## src/rtl/i2s_slave_if_pkg.sv

```systemverilog
// Shared definitions for the I2S slave interface.
// Holds the slot-tracking state encoding and the default sample/frame sizes.
// Optional feature macro used by the design: I2S_SLAVE_LJ_EN (left-justified format).
package i2s_slave_if_pkg;

  typedef logic [1:0] state_t;

  // Waiting for the first lr_clk falling edge, then left and right slots.
  localparam state_t StAlign = 2'd0;
  localparam state_t StLeft  = 2'd1;
  localparam state_t StRight = 2'd2;

  localparam int unsigned SampleWDefault  = 16;
  localparam int unsigned FrameMinDefault = 32;

endpackage

```

## src/rtl/i2s_slave_if_sync_edge.sv

```systemverilog
// Two-flop synchronizer for an asynchronous single-bit input, plus single-cycle
// rise/fall pulses derived from the synchronized copy.
// Ports:
//   clk   - system clock
//   reset - asynchronous active-low reset
//   d     - asynchronous input pin
//   rise  - one-cycle pulse on a synchronized 0->1 transition
//   fall  - one-cycle pulse on a synchronized 1->0 transition
module i2s_slave_if_sync_edge (
  input  logic clk,
  input  logic reset,
  input  logic d,
  output logic rise,
  output logic fall
);

  logic meta_q, sync_q, prev_q;

  always_ff @(posedge clk or negedge reset) begin
    if (!reset) begin
      meta_q <= 1'b0;
      sync_q <= 1'b0;
      prev_q <= 1'b0;
    end else begin
      meta_q <= d;
      sync_q <= meta_q;
      prev_q <= sync_q;
    end
  end

  assign rise = sync_q & ~prev_q;
  assign fall = ~sync_q & prev_q;

endmodule

```

## src/rtl/i2s_slave_if.sv

```systemverilog
// I2S slave interface: the codec is bit-clock and LR-clock master. Captures
// serial ADC data into {left,right} words pushed to an ADC FIFO and serialises
// {left,right} words popped from a show-ahead DAC FIFO onto dacdat.
// Optional feature macro: I2S_SLAVE_LJ_EN selects left-justified format (MSB on
// the first b_clk rise of a slot); undefined gives standard I2S one-bit delay.
// Ports:
//   clk, reset          - system clock (>= 8x b_clk), async active-low reset
//   b_clk, lr_clk       - codec bit clock and LR clock (low = left), asynchronous
//   adcdat / dacdat     - serial ADC input / serial DAC output
//   dac_data_in         - {left,right} DAC word, dac_fifo_empty, dac_rd pop strobe
//   adc_data_out        - {left,right} ADC word, adc_fifo_full, adc_wr push strobe
//   underrun, overrun   - sticky error flags, cleared only by reset
module i2s_slave_if
  import i2s_slave_if_pkg::*;
#(
  parameter int unsigned SAMPLE_W  = SampleWDefault,
  parameter int unsigned FRAME_MIN = FrameMinDefault
) (
  input  logic                  clk,
  input  logic                  reset,
  input  logic                  b_clk,
  input  logic                  lr_clk,
  input  logic                  adcdat,
  output logic                  dacdat,
  input  logic [2*SAMPLE_W-1:0] dac_data_in,
  input  logic                  dac_fifo_empty,
  output logic                  dac_rd,
  output logic [2*SAMPLE_W-1:0] adc_data_out,
  input  logic                  adc_fifo_full,
  output logic                  adc_wr,
  output logic                  underrun,
  output logic                  overrun
);

`ifdef I2S_SLAVE_LJ_EN
  localparam bit LjMode = 1'b1;
`else
  localparam bit LjMode = 1'b0;
`endif

  // Slot bit index one past the last data bit.
  localparam logic [5:0] RxEnd    = 6'(SAMPLE_W) + (LjMode ? 6'd0 : 6'd1);
  localparam logic [7:0] FrameMin = 8'(FRAME_MIN);

  logic b_rise, b_fall, lr_rise, lr_fall;
  logic adc_meta_q, adc_bit_q;

  state_t              state_q, state_d;
  logic [4:0]          bit_cnt_q, bit_cnt_d;
  logic [7:0]          frame_cnt_q, frame_cnt_d;
  logic [SAMPLE_W-1:0] rx_l_q, rx_l_d, rx_r_q, rx_r_d;
  logic [SAMPLE_W-1:0] dac_r_q, dac_r_d, tx_sr_q, tx_sr_d;
  logic                dacdat_q, dacdat_d;
  logic [2*SAMPLE_W-1:0] adc_data_q, adc_data_d;
  logic                adc_wr_q, adc_wr_d;
  logic                underrun_q, underrun_d, overrun_q, overrun_d;

  logic                enter_left, enter_right, slot_start, rx_data;
  logic [4:0]          bit_idx;
  logic [SAMPLE_W-1:0] tx_word;

  i2s_slave_if_sync_edge u_sync_bclk (
    .clk   (clk),
    .reset (reset),
    .d     (b_clk),
    .rise  (b_rise),
    .fall  (b_fall)
  );

  i2s_slave_if_sync_edge u_sync_lrclk (
    .clk   (clk),
    .reset (reset),
    .d     (lr_clk),
    .rise  (lr_rise),
    .fall  (lr_fall)
  );

  // adcdat has the same synchronizer depth as b_clk, so the bit seen on a
  // detected b_clk rise is the one present at the pin rise.
  always_ff @(posedge clk or negedge reset) begin
    if (!reset) begin
      adc_meta_q <= 1'b0;
      adc_bit_q  <= 1'b0;
    end else begin
      adc_meta_q <= adcdat;
      adc_bit_q  <= adc_meta_q;
    end
  end

  always_comb begin
    state_d     = state_q;
    bit_cnt_d   = bit_cnt_q;
    frame_cnt_d = frame_cnt_q;
    rx_l_d      = rx_l_q;
    rx_r_d      = rx_r_q;
    dac_r_d     = dac_r_q;
    tx_sr_d     = tx_sr_q;
    dacdat_d    = dacdat_q;
    adc_data_d  = adc_data_q;
    adc_wr_d    = 1'b0;
    underrun_d  = underrun_q;
    overrun_d   = overrun_q;
    dac_rd      = 1'b0;
    enter_left  = 1'b0;
    enter_right = 1'b0;
    tx_word     = '0;
    rx_data     = 1'b0;

    case (state_q)
      StAlign: if (lr_fall) enter_left = 1'b1;
      StLeft:  if (lr_rise) enter_right = 1'b1;
      StRight: begin
        if (lr_fall) begin
          if (frame_cnt_q >= FrameMin) begin
            enter_left = 1'b1;
            adc_data_d = {rx_l_q, rx_r_q};
            if (adc_fifo_full) overrun_d = 1'b1;
            else               adc_wr_d  = 1'b1;
          end else begin
            // Short frame: drop it silently and realign.
            state_d = StAlign;
          end
        end
      end
      default: state_d = StAlign;
    endcase

    if (enter_left) begin
      state_d     = StLeft;
      rx_l_d      = '0;
      rx_r_d      = '0;
      frame_cnt_d = '0;
      if (dac_fifo_empty) begin
        underrun_d = 1'b1;
        dac_r_d    = '0;
      end else begin
        dac_rd  = 1'b1;
        tx_word = dac_data_in[2*SAMPLE_W-1:SAMPLE_W];
        dac_r_d = dac_data_in[SAMPLE_W-1:0];
      end
    end
    if (enter_right) begin
      state_d = StRight;
      tx_word = dac_r_q;
    end

    // The lr_clk edge clears the counter before a coincident b_clk rise counts.
    slot_start = enter_left | enter_right;
    bit_idx    = slot_start ? 5'd0 : bit_cnt_q;
    bit_cnt_d  = bit_idx;

    // Transmit: zeros shift in behind the word, so dacdat idles low after the
    // last data bit without extra bookkeeping.
    if (slot_start) begin
      if (LjMode) begin
        dacdat_d = tx_word[SAMPLE_W-1];
        tx_sr_d  = {tx_word[SAMPLE_W-2:0], 1'b0};
      end else begin
        dacdat_d = 1'b0;
        tx_sr_d  = tx_word;
      end
    end else if (b_fall && state_q != StAlign && bit_cnt_q != 5'd0) begin
      dacdat_d = tx_sr_q[SAMPLE_W-1];
      tx_sr_d  = {tx_sr_q[SAMPLE_W-2:0], 1'b0};
    end

    // Receive.
    if (b_rise && state_d != StAlign) begin
      rx_data = (LjMode || bit_idx != 5'd0) && ({1'b0, bit_idx} < RxEnd);
      if (rx_data) begin
        if (state_d == StLeft) rx_l_d = {rx_l_d[SAMPLE_W-2:0], adc_bit_q};
        else                   rx_r_d = {rx_r_d[SAMPLE_W-2:0], adc_bit_q};
      end
      bit_cnt_d   = (bit_idx == 5'd31) ? bit_idx : bit_idx + 5'd1;
      frame_cnt_d = (frame_cnt_d == 8'hFF) ? frame_cnt_d : frame_cnt_d + 8'd1;
    end

    if (state_d == StAlign) begin
      bit_cnt_d   = '0;
      frame_cnt_d = '0;
      tx_sr_d     = '0;
      dacdat_d    = 1'b0;
    end
  end

  always_ff @(posedge clk or negedge reset) begin
    if (!reset) begin
      state_q     <= StAlign;
      bit_cnt_q   <= '0;
      frame_cnt_q <= '0;
      rx_l_q      <= '0;
      rx_r_q      <= '0;
      dac_r_q     <= '0;
      tx_sr_q     <= '0;
      dacdat_q    <= 1'b0;
      adc_data_q  <= '0;
      adc_wr_q    <= 1'b0;
      underrun_q  <= 1'b0;
      overrun_q   <= 1'b0;
    end else begin
      state_q     <= state_d;
      bit_cnt_q   <= bit_cnt_d;
      frame_cnt_q <= frame_cnt_d;
      rx_l_q      <= rx_l_d;
      rx_r_q      <= rx_r_d;
      dac_r_q     <= dac_r_d;
      tx_sr_q     <= tx_sr_d;
      dacdat_q    <= dacdat_d;
      adc_data_q  <= adc_data_d;
      adc_wr_q    <= adc_wr_d;
      underrun_q  <= underrun_d;
      overrun_q   <= overrun_d;
    end
  end

  assign dacdat       = dacdat_q;
  assign adc_data_out = adc_data_q;
  assign adc_wr       = adc_wr_q;
  assign underrun     = underrun_q;
  assign overrun      = overrun_q;

endmodule

```

## config.mk

```make
export PLATFORM = sky130hd
export DESIGN_NAME = i2s_slave_if
export DESIGN_NICKNAME = d
export VERILOG_FILES = /design/src/rtl/i2s_slave_if_pkg.sv /design/src/rtl/i2s_slave_if_sync_edge.sv /design/src/rtl/i2s_slave_if.sv
export SDC_FILE = /design/constraint.sdc
export NUM_CORES = 1
export LEC_CHECK = 0
export ABC_AREA = 0
export CORE_MARGIN = 3
export CORE_UTILIZATION = 59
export DETAILED_ROUTE_END_ITERATION = 8
export HOLD_SLACK_MARGIN = 0.15
export PLACE_DENSITY = 0.85
export SYNTH_ARGS = -nofsm -noshare
export SYNTH_HDL_FRONTEND = slang
export SYNTH_SLANG_ARGS = --single-unit
```

## constraint.sdc

```tcl
create_clock -name clk -period 7.7 [get_ports clk]
set_input_delay 1.54 -clock clk [delete_from_list [all_inputs] [get_ports clk]]
set_output_delay 1.54 -clock clk [all_outputs]
set_load 0.02 [all_outputs]
```

==> summary by stage <==
Setup path
In this run the worst setup path begins at dac_fifo_empty. At the worst endpoint, the arrival time is about 3.5 ns. STA classifies the critical path startpoint as an input port. The category of the most critical setup path is input port to primary output. In this design, the stage delay of the slowest critical-path cell is about 0.71 ns. The nature of the critical path endpoint is a primary output. The required time at the worst-slack endpoint is between 6 and 7 ns. Along the worst path, the maximum fanout reaches 18.

The worst register-to-register path has a setup slack of between 4 and 5 ns. The most prevalent standard cell on the critical path is sky130_fd_sc_hd__clkdlybuf4s50_1. Traced cell by cell, the critical path runs through clkdlybuf4s50_1, nor2_4, clkdlybuf4s50_1.

The slowest stage of the critical path is the sky130_fd_sc_hd__clkdlybuf4s50_1 cell. The startpoint identified for the worst register-to-register timing path is frame_cnt_q[5]$_DFF_PN0_.

Power and ir drop
The power share of the sequential group is 38.9%. The share of total power dissipated in the clock network is a little over two fifths. The switching power of the nets is 568.4 uW. The design draws around 2.0 mW. Of the total power, the share spent switching nets is around 29%. The largest vdd supply drop is roughly 0.16 mV. The internal power of the cells totals about 1.4 mW. Of the total power, combinational logic draws between 10% and 20%.

The power density over cell area is between 200 and 300 nW/um^2. The static leakage power is approximately 3.2 nW.

Worst hold path
The tightest min-delay check is of the register to register type. The worst hold path begins at u_sync_bclk.meta_q$_DFF_PN0_.

Clocking
The clock buffer count from CTS is 17. The clock tree root driver cell is sky130_fd_sc_hd__clkbuf_8. The maximum level of the CTS H-tree is 4. Buffers inserted to repair hold after CTS numbered 0. The clock reaches the later pin of the worst-skew pair after ~0.50 ns. The TritonCTS clock tree is done. The maximum count of clock buffers along a single path is 2. In this run the post-CTS setup repair buffer count came out at 0. Once the clock tree was built, the resizer swapped 0 gates to a different size. The register clock-pin slew on the reported worst setup and hold paths is about 0.060 ns.

For this design, the sink count on the clock tree is 123.

Route
The detailed-route vias per instance is approximately 5.9. After detailed routing, the total wire length is roughly 12,000 um. The first detailed-routing pass ran for 5 iterations. The detailed router finished its first iteration with 310 violations. The routed layout has about 3,900 vias.

The remaining design rule violation count is 0. The number of antenna-violating nets in the routed design is 0. The final routed wire length divided by cell count is around 18 um.

STA
In this run the tightest slew margin relative to its limit is between 20 and 30%. The number of hold violations in the final report is 0. The total negative setup slack is 0 ns.

The fraction of the cycle the final worst path needs is between 60 and 70%. The achievable frequency is 200.6 MHz. The worst-margin pin slew is about 1.1 ns.

The post-layout minimum cycle time is approximately 5 ns. The worst slack on hold paths is approximately 0.36 ns. The final max-slew violation count is 0. The setup slack after layout is approximately 2.7 ns. Setup repair after global routing left no endpoint under its margin.

Between clock sinks in the finished design, the worst skew comes to 0.007794 ns. The number of setup violations in the final report is 0.

Finish
The post-route standard cell area excluding fillers is 6843 um^2. The core utilization of the finished layout is between 70% and 80%. The fraction of layout instances using a drive strength above 1 is between 10% and 20%.

At the end of the flow, the number of nets in the layout was roughly 570. The count of placed standard cells in the final layout, fillers left out is between 600 and 700. The relative area change from synthesis to final layout is 26.69%. The diode insertion count for antenna repair is 0.

Die
The die covers ~10,000 um^2. Pin placement for this block handled between 70 and 80 I/O pins. The placeable core area is 8806 um^2. The number of placement rows is 34.

The die is a little over 100 um wide. The initial standard-cell utilization of the core is roughly three fifths. The vertical die dimension is 101.7 um.

Synth
Synthesis produced a netlist whose cell count is 460. The commonest register cell after synthesis is sky130_fd_sc_hd__dfrtp_1. After synthesis the netlist holds a flip-flop and latch count of between 100 and 150.

The biggest area contributor in the post-synthesis netlist is sky130_fd_sc_hd__dfrtp_1. The count of cell types in the netlist is 58. The mapped netlist covers between 5000 and 6000 um^2. The synthesized design contains 0 enable-type register cells. The fraction of registers with async set or reset after synthesis is 100.0%. The commonest cells after synthesis are 123 x sky130_fd_sc_hd__dfrtp_1, 71 x sky130_fd_sc_hd__nand2_1, 33 x sky130_fd_sc_hd__mux2i_1, 32 x sky130_fd_sc_hd__mux2_2, 24 x sky130_fd_sc_hd__nor2_1. Yosys printed 0 warnings. Yosys attributes the largest share of cell area to sky130_fd_sc_hd__dfrtp_1 57%, sky130_fd_sc_hd__mux2_2 6.7%, sky130_fd_sc_hd__mux2i_1 6.1%. Among all cell types in the netlist, the one instantiated most often is sky130_fd_sc_hd__dfrtp_1. After synthesis, the mean cell area works out to between 10 and 15 um^2. The sequential-to-total area share from yosys stat is a little under three fifths. Summed over its instances, the top area cell type makes up 56.98% of the synthesized netlist area. The number of nets in the synthesized netlist is approximately 500.

Global route
The pin count of the biggest net entering global routing is between 70 and 80. The initial antenna violation count was 0. The first global-routing pass estimated ~20,000 um of wire. The number of global-route vias before repair was approximately 4,000. The combined global-route utilization of all metal layers is 25.06%. The sum of overflow across all layers after global routing is 0.

Flow run
The tool flagged a number of max-cap violations equal to 0.

Placement
The post-DP HPWL is between 7000 and 8000 um. The placer congestion estimate is about 0.80. The setup slack after placement is between 2 and 3 ns. In this run the cell area measured after placement is just over 6000 um^2. The post-placement cell count is 620. Input and output buffers added on the ports amount to 75.

Run status
The run finished with clean final reports.
==> layout by cell type, fill, tap and decap left out, types with 2 or more instances in the layout <==
cell,instances
sky130_fd_sc_hd__nor2b_1,5
sky130_fd_sc_hd__clkinv_4,3
sky130_fd_sc_hd__mux2i_1,33
sky130_fd_sc_hd__and3_1,7
sky130_fd_sc_hd__xor2_1,2
sky130_fd_sc_hd__clkbuf_16,16
sky130_fd_sc_hd__a31oi_1,4
sky130_fd_sc_hd__ha_1,2
sky130_fd_sc_hd__clkdlybuf4s50_1,74
sky130_fd_sc_hd__a21oi_1,22
sky130_fd_sc_hd__inv_1,5
sky130_fd_sc_hd__nand2b_1,3
sky130_fd_sc_hd__o21ai_0,8
sky130_fd_sc_hd__nand4_1,3
sky130_fd_sc_hd__nor3_1,3
sky130_fd_sc_hd__and4b_1,2
sky130_fd_sc_hd__a22o_1,15
sky130_fd_sc_hd__nor2_1,24
sky130_fd_sc_hd__or2_2,2
sky130_fd_sc_hd__nand3_1,3
sky130_fd_sc_hd__and2_1,2
sky130_fd_sc_hd__or3_1,2
sky130_fd_sc_hd__inv_6,3
sky130_fd_sc_hd__clkbuf_8,3
sky130_fd_sc_hd__o21ai_2,2
sky130_fd_sc_hd__dfrtp_1,123
sky130_fd_sc_hd__mux2_2,32
sky130_fd_sc_hd__nor2_4,2
sky130_fd_sc_hd__buf_4,3
sky130_fd_sc_hd__nand3b_1,16
sky130_fd_sc_hd__bufinv_16,5
sky130_fd_sc_hd__nand2_1,71
sky130_fd_sc_hd__o2bb2ai_1,15
==> state kept, by name (all words and copies together), names as in the netlist, 2 cells and up <==
signal / cells
adc_data_out: 32
bit_cnt_q: 5
dac_r_q: 16
frame_cnt_q: 8
rx_l_q: 16
rx_r_q: 16
state_q: 2
tx_sr_q: 16
==> layer usage <==
metal / vias up / GRT usage (%) / share of wire, %
met5: - / 0 / 0
met4: 0 / 7.873 / 1.8
met3: 19 / 5.854 / 5.1
met2: 145 / 41.20 / 50
met1: 1905 / 33.20 / 43
li1: 1788 / - / -
==> worst max-delay path: cells and delay by family <==
| family | cells | cell delay (ns) |
|---|---|---|
| buffers and inverters | 2 | 1.40 |
| AND/OR/NAND/NOR | 1 | 0.50 |
==> cells by family after synthesis <==
family	synth area share, %
XOR/XNOR	0.4865
adder cells (fa/ha/maj)	0.4632
AND/OR/NAND/NOR	15.27
flip-flops	56.98
AO/OA/AOI/OAI	11.05
multiplexers	12.79
buffers and inverters	2.965
==> power by group through the flow <==
| stage | Sequential, mW | Combinational [mW] | Clock [mW] |
|---|---|---|---|
| global placement | 0.775 | 0.326 | 0 |
| floorplan | 0.766 | 0.247 | 0 |
| CTS | 0.772 | 0.346 | 0.883 |
| global route | 0.782 | 0.382 | 0.920 |
| detailed placement | 0.780 | 0.338 | 0 |
| finish | 0.775 | 0.349 | 0.869 |
==> worst paths after layout <==
check / end / depth (start not counted)
max in group asynchronous: tx_sr_q[4]$_DFFE_PN0P_ / 2
worst max-delay path: dac_rd / 3
worst max register to register: rx_l_q[2]$_DFF_PN0_ / 7
min in group asynchronous: adc_data_out[10]$_DFFE_PN0P_ / 1
worst min-delay path: u_sync_bclk.sync_q$_DFF_PN0_ / 0
worst min register to register: u_sync_bclk.sync_q$_DFF_PN0_ / 0
==> area by class of cell <==
cell class,instances,area (um^2)
flip-flops and latches,123,3078
multi-input cells,307,2196
fillers,540,1963
repair buffers,77,763.2
clock buffers,19,441.7
clock inverters,12,210.2
well taps,108,135.1
inverters,5,18.77
Power figures use the tool's default switching activity.
==> RTL edit, RTL diff (same settings) <==
Make the reset (`reset`) synchronous in 3 clocked blocks. Comments in the files are not updated.
--- a/src/rtl/i2s_slave_if_sync_edge.sv
+++ b/src/rtl/i2s_slave_if_sync_edge.sv
@@ -17,5 +17,5 @@
   logic meta_q, sync_q, prev_q;
 
-  always_ff @(posedge clk or negedge reset) begin
+  always_ff @(posedge clk) begin
     if (!reset) begin
       meta_q <= 1'b0;
--- a/src/rtl/i2s_slave_if.sv
+++ b/src/rtl/i2s_slave_if.sv
@@ -78,5 +78,5 @@
   // adcdat has the same synchronizer depth as b_clk, so the bit seen on a
   // detected b_clk rise is the one present at the pin rise.
-  always_ff @(posedge clk or negedge reset) begin
+  always_ff @(posedge clk) begin
     if (!reset) begin
       adc_meta_q <= 1'b0;
@@ -184,5 +184,5 @@
   end
 
-  always_ff @(posedge clk or negedge reset) begin
+  always_ff @(posedge clk) begin
     if (!reset) begin
       state_q     <= StAlign;
Check against the original RTL: differs if reset is asserted again (counterexample within 4 cycles, from zero or initial values and one cycle with reset low); with reset held inactive, the same outputs for 10 cycles.
==> RTL edit against the original RTL <==
- sequential cell count stayed put
- cell area down 6.0%
- worst setup slack gained 170 ps
- count of clock-buffer cells in the layout rose by 1
- sequential share of layout area shrank 6.7 points
- largest cell class unchanged
- synthesized cell count rose by 25%
- routed wire length decreased by 2.3%
- synthesized area shrank 5.3%
Power is not compared: it rests on default switching activity, and its combinational part moved more than twofold at a synthesized area within 25%.
==> RTL edit: results (changes against the original RTL) <==
Status = complete, no violations (unchanged)
Hold-critical path depth = 1 (was 0)
Total wire length = 11630 um (was 11900 um)
Worst Clk Skew = 7.380 ps (was 7.794 ps)
DR iter-0 viols = 280 (was 310)
Compound-Gate Fraction of Synth Area = 0.1370 (was 0.1105)
RD Place Congestion = 0.7974 (was 0.8049)
Non-clock buffers = 78 (was 77)
Signal buf overhead = 0.1194 (was 0.1115)
WHS = 433.5 ps (was 359.0 ps)
WL met1 = 4887 um (was 5075 um)
Post-synthesis xor/xnor area fraction = 0.006849 (was 0.004864)
Post-synth ARST share = 0 (was 1.000)
First-pass GRT wire length = 19260 um (was 20020 um)
GRT Util Overall = 0.2387 (was 0.2506)
CP arrival = 3280 ps (was 3450 ps)
Worst slack, placed = 3057 ps (was 2765 ps)
1st-pass router iterations = 5 (unchanged)
Post-synth cell types = 54 (was 58)
ClkCell Share = 0.09239 (was 0.09526)
Fillers = 552 (was 540)
#MultiIn Comb = 411 (was 307)
R2R depth = 9 (was 7)
Storage element area = 2462 um^2 (was 3078 um^2)
Mux contribution to synthesized area = 0.09809 (was 0.1279)
Met2 wire len = 5922 um (was 6002 um)
Adder-cell share of the synthesized area = 0.007339 (was 0.004633)
CP max stage delay = 670 ps (was 710 ps)
Post CTS Setup Buffer Count = 0 (unchanged)
Worst slew pin tran = 1097 ps (was 1118 ps)
Post-synthesis instance total = 576 (was 460)
Design area = 6432 um^2 (was 6843 um^2)
CTS max path bufs = 2 (unchanged)
CLK BUF = 20 (was 19)
Hold EP = u_sync_lrclk.sync_q (was u_sync_bclk.sync_q)
Seq/Total Area, Yosys = 0.4814 (was 0.5698)
Share of cells above drive strength 1 = 0.07562 (was 0.1510)
Leakage = 0.002081 uW
Vias in the first global route = 4142 (was 3972)
Post-DP Area = 5838 um^2 (was 6191 um^2)
RR Startpoint = state_q[1] (was frame_cnt_q[5])
Avg WL per Cell = 15.44 um (was 18.27 um)
Inverter count = 4 (was 5)
# placed instances = 721 (was 620)
Largest net degree at the start of global routing = 67 (was 78)
Post-DP HPWL = 7099 um (was 7153 um)
Synth cell count leaders = nand2_1, dfxtp_1, mux2i_1, a21boi_0, clkbuf_1 (was dfrtp_1, nand2_1, mux2i_1, mux2_2, nor2_1)
Reg2reg end = frame_cnt_q[0] (was rx_l_q[2])
Syn Nets = 618 (was 501)
Total power = 1475 uW
Fraction of area in multi-input gates = 0.3826 (was 0.3209)
Critical path fanouts, max = 33 (was 18)
## RTL edit: changes by cell type in the layout (fill, tap and decap cells not counted), moves of 16 or more
| cell | before | now |
|---|---|---|
| a21boi_0 | 0 | 32 |
| a22oi_1 | 1 | 17 |
| dfrtp_1 | 123 | 0 |
| dfxtp_1 | 0 | 123 |
| mux2_2 | 32 | 1 |
| mux2i_1 | 33 | 49 |
| nand2_1 | 71 | 159 |
| nor2b_1 | 5 | 23 |
## RTL edit: worst max path at each step
stage | startpoint | endpoint | slack, ps
after floorplan | dac_fifo_empty | dac_rd | 3970
after global placement | dac_fifo_empty | dac_rd | 3070
after detailed placement | dac_fifo_empty | dac_rd | 3060
after CTS | u_sync_lrclk.prev_q | dac_rd | 2840
after global routing | u_sync_lrclk.prev_q | dac_rd | 2650
final | u_sync_lrclk.prev_q | dac_rd | 2880
## RTL edit: per-layer routing
metal  vias to the layer above  global-route usage
li1                       2077                   -
met1                      2025              0.2876
met2                       135              0.4127
met3                        26             0.05049
met4                         0              0.1008
met5                         -                   0
